`src/rtl/mips_regfile_dump.sv`:
```
// Register-file dump engine: walks ra3 over 0..NREGS-1 and streams each rd3 word out
// through a valid/ready handshake. Define MIPS_DUMP_CKSUM_EN to build the running checksum.
module mips_regfile_dump #(
  parameter int unsigned NREGS = 32,
  parameter int unsigned AW    = 5,
  parameter int unsigned DW    = 32
) (
  input  logic          clk,
  input  logic          rst_n,
  input  logic          start,
  input  logic          abort,
  output logic [AW-1:0] ra3,
  input  logic [DW-1:0] rd3,
  output logic          busy,
  output logic          dout_valid,
  input  logic          dout_ready,
  output logic [DW-1:0] dout_data,
  output logic [AW-1:0] dout_idx,
  output logic          dout_last,
  output logic          done,
  output logic [DW-1:0] cksum
);

  typedef enum logic [1:0] {StIdle, StAddr, StHold, StFin} state_e;

  localparam logic [AW-1:0] LastIdx = AW'(NREGS - 1);

  state_e        state_q, state_d;
  logic [AW-1:0] idx_q, idx_d;
  logic [DW-1:0] data_q, data_d;
  logic [AW-1:0] oidx_q, oidx_d;
  logic          last_q, last_d;
  logic          valid_q, valid_d;
  logic          start_scan, accept;

  assign start_scan = (state_q == StIdle) && start && !abort;
  // abort outranks a same-cycle handshake, so an aborted word is never counted
  assign accept     = (state_q == StHold) && valid_q && dout_ready && !abort;

  always_comb begin
    state_d = state_q;
    idx_d   = idx_q;
    data_d  = data_q;
    oidx_d  = oidx_q;
    last_d  = last_q;
    valid_d = valid_q;
    unique case (state_q)
      StIdle: begin
        if (start_scan) begin
          state_d = StAddr;
          idx_d   = '0;
        end
      end
      StAddr: begin
        if (abort) begin
          state_d = StIdle;
        end else begin
          data_d  = rd3;
          oidx_d  = idx_q;
          last_d  = (idx_q == LastIdx);
          valid_d = 1'b1;
          state_d = StHold;
        end
      end
      StHold: begin
        if (abort) begin
          valid_d = 1'b0;
          state_d = StIdle;
        end else if (accept) begin
          valid_d = 1'b0;
          if (last_q) begin
            state_d = StFin;
          end else begin
            idx_d   = idx_q + 1'b1;
            state_d = StAddr;
          end
        end
      end
      StFin:   state_d = StIdle;
      default: state_d = StIdle;
    endcase
  end

  always_ff @(posedge clk or negedge rst_n) begin
    if (!rst_n) begin
      state_q <= StIdle;
      idx_q   <= '0;
      data_q  <= '0;
      oidx_q  <= '0;
      last_q  <= 1'b0;
      valid_q <= 1'b0;
    end else begin
      state_q <= state_d;
      idx_q   <= idx_d;
      data_q  <= data_d;
      oidx_q  <= oidx_d;
      last_q  <= last_d;
      valid_q <= valid_d;
    end
  end

`ifdef MIPS_DUMP_CKSUM_EN
  logic [DW-1:0] cksum_q, cksum_d;

  always_comb begin
    cksum_d = cksum_q;
    if (start_scan) begin
      cksum_d = '0;
    end else if (accept) begin
      cksum_d = cksum_q + data_q;
    end
  end

  always_ff @(posedge clk or negedge rst_n) begin
    if (!rst_n) begin
      cksum_q <= '0;
    end else begin
      cksum_q <= cksum_d;
    end
  end

  assign cksum = cksum_q;
`else
  assign cksum = '0;
`endif

  // ra3 keeps pointing at the current register through HOLD so a stall is harmless
  assign ra3        = (state_q == StIdle) ? '0 : idx_q;
  assign busy       = (state_q != StIdle);
  assign done       = (state_q == StFin);
  assign dout_valid = valid_q;
  assign dout_data  = data_q;
  assign dout_idx   = oidx_q;
  assign dout_last  = last_q;

endmodule
```
`config.mk`:
```
export PLATFORM = sky130hd
export DESIGN_NAME = mips_regfile_dump
export DESIGN_NICKNAME = d
export VERILOG_FILES = /design/src/rtl/mips_regfile_dump.sv
export SDC_FILE = /design/constraint.sdc
export NUM_CORES = 1
export LEC_CHECK = 0
export BUFFER_PORTS_ARGS = -buffer_cell sky130_fd_sc_hd__buf_2
export CAP_MARGIN = 20
export CORE_MARGIN = 2
export CORE_UTILIZATION = 45
export CTS_CLUSTER_SIZE = 24
export DETAILED_ROUTE_END_ITERATION = 8
export PLACE_DENSITY_LB_ADDON = 0.3
export SLEW_MARGIN = 20
export SYNTH_ARGS = -nofsm -noshare
export SYNTH_HDL_FRONTEND = slang
export SYNTH_SLANG_ARGS = --single-unit
```
`constraint.sdc`:
```
create_clock -name clk -period 1.67 [get_ports clk]
set_input_delay 0.167 -clock clk [delete_from_list [all_inputs] [get_ports clk]]
set_output_delay 0.167 -clock clk [all_outputs]
set_load 0.005 [all_outputs]
```
# Yosys cells after proc, flatten, opt, wreduce, memory -nomap -nowiden
# Index checks and enable logic that the tools add are counted.
# op_classes
n_eq_ne	10
shift	0
reduce_logical	14
mux	16
n_lt_le_gt_ge	0
bitwise_logic	1
n_mul	0
n_div	0
add_sub_neg	1
# op_table
op	n
5-bit 2-to-1 mux	5
2-bit 2-to-1 mux	5
2-bit inequality test, second input constant	5
5-bit one-hot mux with 2 select lines	1
2-bit one-hot mux with 4 select lines	1
2-bit nonzero test	3
5-bit by 1-bit adder with 5-bit output, second input constant	1
5-bit equality test, second input constant	1
1-bit logical AND	5
5-bit AND reduction	1
2-bit equality test, second input constant	2
2-bit AND reduction	2
1-bit 2-to-1 mux	3
3-bit inequality test, second input constant	1
3-bit AND reduction	1
2-bit by 1-bit equality test with 1-bit output, second input constant	1
2-bit logical NOT	1
1-bit one-hot mux with 2 select lines	1
1-bit logical NOT	1
1-bit inverter	1
# totals
rom_bits	0
n_memories	0
register_bits	46
latch_bits	0
word_cells	48
output_inout_bits	78
ramBits	0

# Logic depth before layout (Yosys ltp)
# logic_depth
depth_word	7
depth_mapped	6
ltp_nobuf	5

# Least setup slack after synthesis
# No wires, ideal clock.
# synth_path
kind	register to register
start	register state_q[1]
end	register data_q[18] (netlist: dout_data[18])
setup_slack_ps	222
arrival_ps	1323
path_buffers	3
path_stages_with_launch	7
required_time_ps	1545
period_less_slack_ps	1448
cell_sequence	dfrtp_1 buf_6 nor2_2 and2_4 buf_6 buf_6 mux2_2
# synth_between
elab_chain_len	2
# synth_rtl
element	line_no	source
from (decl)	28	state_e state_q, state_d;
from (signal assigned)	86	state_q <= StIdle;
from (signal assigned)	93	state_q <= state_d;
2-bit by 1-bit equality test with 1-bit output	47	unique case (state_q)
2-bit AND reduction (no line)	n/a	
to (signal assigned)	95	data_q <= data_d;
to (decl)	30	logic [DW-1:0] data_q, data_d;
# No other way between the ends.
# A chain may end at the register's enable or synchronous reset.

# Worst setup path after layout
# layout_path
start	register state_q[0]
end	output ra3[0]
# layout_between
elab_chain_len	2
# layout_rtl
element	line_no	source
2-bit logical NOT	128	assign ra3 = (state_q == StIdle) ? '0 : idx_q;
5-bit 2-to-1 mux	128	
to (decl)	12	output logic [AW-1:0] ra3,
# No other way between the ends.

==> flow_summary.toml <==
[run_status]
status = "completed"

[route]
drt_iter0_drc = 48
dr_total_vias = 1396
firstDrtPassIters = 4
drc = 0
totalWireLength_mm = 3.71
postRouteAntennaNets = 0
routed_via_density = 4.34
route.detailed.wl_per_inst_um = 11.5

[floorplan]
die_h_um = 73.9
rows = 25
start_util = 0.465
die-area_um2 = 5450
core_area_um2 = 4720
die_width_um = 73.9
num_io_pins = 115

[finish]
synthToLayoutAreaGrowth_pct = 22.1
diodes = 0
layout-drive-gt1-share = 0.545
layout.cells.non_filler = 322
final_nets = 293

[pwr]
finalPower_mw = 3.09
clock_power_share = 0.266
sw_frac_of_total = 0.258
p_leak_nw = 1.40
p_per_area_nw_per_um2 = 1150
intPower_mw = 2.29
p_switching_uw = 798
power_frac_comb = 0.244
share_seq_of_total_power = 0.490
ir_worst_vdd_uv = 467

[setup_path]
cp-startpoint = "state_q[0]$_DFFE_PN0P_"
critical_path_peak_fanout = 9
slowest_stage = "dfrtp_1"
required_ns = 1.50
cp.arrival_ns = 1.35
cp-start-kind = "register"
path_cells = "nor2_1 -> nor2b_1 -> buf_2"
r2r_setup_slack_ns = 0.18
worstReg2RegStart = "state_q[1]$_DFFE_PN0P_"
rr_worst_depth = 3
slowest_delay_ns = 0.46
worstReg2RegEnd = "idx_q[0]$_DFFE_PN0P_"
crit_end = "ra3[0]"
worst_setup_path_end_kind = "output port"
worst-setup-path-type = "register to output port"

[timing]
layout_setup_ws_ns = 0.155
finalSetupViolCount = 0
fin_crit_sh = 0.907
finalCriticalPeriod_ns = 1.52
hold_viol_final = 0
clock.fmax_ghz = 0.660
slew_viol_final = 0
finalHoldWorstSlack_ns = 0.0960
setup_tns_ns = 0
fin_skew_ns = 0.00530
rsz0062_at_grt = "no"

[placed_design]
portBuffers = 82
gp_congestion = 0.806
dp_cells = 313
dp_hpwl_mm = 2.86
place_ws_ns = 0.172

[yosys]
yosysTopAreaCell = "dfrtp_1"
syn_area_um2 = 2200
synth-seq-area-share = 0.524
synth_top_area_share = 0.524
synth.area.top_cells = "dfrtp_1 (52%), mux2_2 (15%), buf_4 (11%)"
yosys_warnings = 0
syn_avg_cell_area_um2 = 13.2
syn_inst = 166
ys_seq_elements = 46
synth_cell_types = 33

[grt]
grtUsageTotal = 0.136
grt_pass1_wl_mm = 5.57
grt_pass1_vias = 1235
overflow = 0
grt_max_degree = 27
grt_antenna_before_repair = 0

[clock_network]
cts_tree = "yes"
path_clk_slew_ns = 0.09
root_buffer = "clkbuf_8"
numCtsBuffers = 5
clock-sinks = 46
insertion_delay_ns = 0.29
clk_path_buf_depth = 2
htreeDepth = 2

[job]
max-cap-violations = 0

[worst_hold_path]
hold_path.class = "primary input to register"
## area by class of cell
| class | instances | area (um^2) |
|---|---|---|
| clock inverters | 3 | 43.8 |
| multi-input cells | 110 | 856 |
| flip-flops and latches | 46 | 1150 |
| clock buffers | 5 | 68.8 |
| well taps | 67 | 83.8 |
| fillers | 434 | 2040 |
| repair buffers | 87 | 463 |
| inverters | 4 | 15.0 |
## power groups by stage
stage	clock (mW)	sequential, mW	combinational, mW
6_report	0.821	1.51	0.753
5_1_grt	0.898	1.55	0.839
4_1_cts	0.850	1.52	0.769
3_5_place_dp	0	1.54	0.763
3_3_place_gp	0	1.53	0.753
2_1_floorplan	0	1.56	0.417
## what timing repair did
| item | 4_1_cts | 5_1_grt |
|---|---|---|
| buffers inserted | 0 | 0 |
| hold endpoints to repair | 16 | 0 |
| gates resized for setup | 0 | 0 |
| hold buffers | 1 | 0 |
| setup endpoints to repair | 0 | 0 |
## cell families (layout without fill, tap and decap cells)
kind of cell / count (synthesis) / after routing / share of synthesized area
other cells: 1 / 32 / 0.00171
mux: 39 / 39 / 0.213
buf+inv: 41 / 99 / 0.139
xor+xnor: 1 / 1 / 0.00399
simple gates: 24 / 24 / 0.0695
compound gates: 12 / 12 / 0.0370
flops: 46 / 46 / 0.524
fa+ha+maj: 2 / 2 / 0.0114
## cells in the mapped netlist
| cell | instances |
|---|---|
| buf_6 | 4 |
| buf_4 | 32 |
| and2b_1 | 2 |
| mux2_4 | 8 |
| nor2b_1 | 5 |
| conb_1 | 1 |
| a2bb2oi_1 | 1 |
| or2_4 | 1 |
| nand3_1 | 1 |
| o21ai_0 | 3 |
| nand3b_1 | 1 |
| mux2i_1 | 1 |
| and2_4 | 1 |
| nor3_1 | 2 |
| o211ai_1 | 2 |
| inv_1 | 4 |
| nor2_2 | 1 |
| a21oi_1 | 1 |
| o21ai_2 | 2 |
| buf_2 | 1 |
| or3b_4 | 1 |
| a21boi_0 | 1 |
| nand2_1 | 3 |
| mux2_2 | 30 |
| dfrtp_1 | 46 |
| o22ai_1 | 1 |
| a31oi_1 | 1 |
| nor2_1 | 3 |
| ha_1 | 2 |
| xnor2_1 | 1 |
| and3_1 | 1 |
| or4b_4 | 1 |
| and2_1 | 1 |
## flip-flops by register name, summed over array words and instances, names as in the netlist
name / cells
dout_data: 32
dout_idx: 5
idx_q: 5
state_q: 2
dout_last: 1
dout_valid: 1
## metal layers
layer	share of wire	GRT usage	wire length [um]	up-vias
met5	0	0	0	-
met1	0.46	0.175	1700	644
met4	0.012	0.0424	45	0
li1	-	-	-	676
met3	0.095	0.0521	353	6
met2	0.43	0.211	1610	70
## worst min path at each step
stage / slack, ns / startpoint / to / depth (start not counted)
floorplan: -0.13 / rst_n / dout_data[0]$_DFFE_PN0P_ / 0
global placement: 0.11 / rst_n / dout_data[18]$_DFFE_PN0P_ / 1
detailed placement: 0.12 / rst_n / dout_data[15]$_DFFE_PN0P_ / 1
CTS: 0.09 / rd3[19] / dout_data[19]$_DFFE_PN0P_ / 2
global route: 0.08 / rd3[19] / dout_data[19]$_DFFE_PN0P_ / 2
finish: 0.1 / rd3[19] / dout_data[19]$_DFFE_PN0P_ / 2
## cells in the final DEF (no fill, tap or decap), types with 2 or more instances in the layout
cell type	count
clkbuf_8	5
o21ai_2	2
inv_1	4
conb_1	32
mux2_4	8
ha_1	2
dfrtp_1	46
o211ai_1	2
o21ai_0	3
nor2_1	3
nor3_1	2
and2b_1	2
mux2_2	30
buf_2	82
nand2_1	3
buf_4	3
nor2b_1	5
## per-stage QoR
stage	area, um^2	utilization
2_1_floorplan	2310	-
3_3_place_gp	2560	0.542
3_5_place_dp	2560	0.542
4_1_cts	2680	0.568
5_1_grt	2680	0.568
6_report	2680	0.568
## worst max-delay path, delay by kind of cell (launching register included)
kind          cells  cell delay, ns
buf+inv           1            0.14
flops             1            0.46
simple gates      2            0.46
Power figures use the tool's default switching activity.
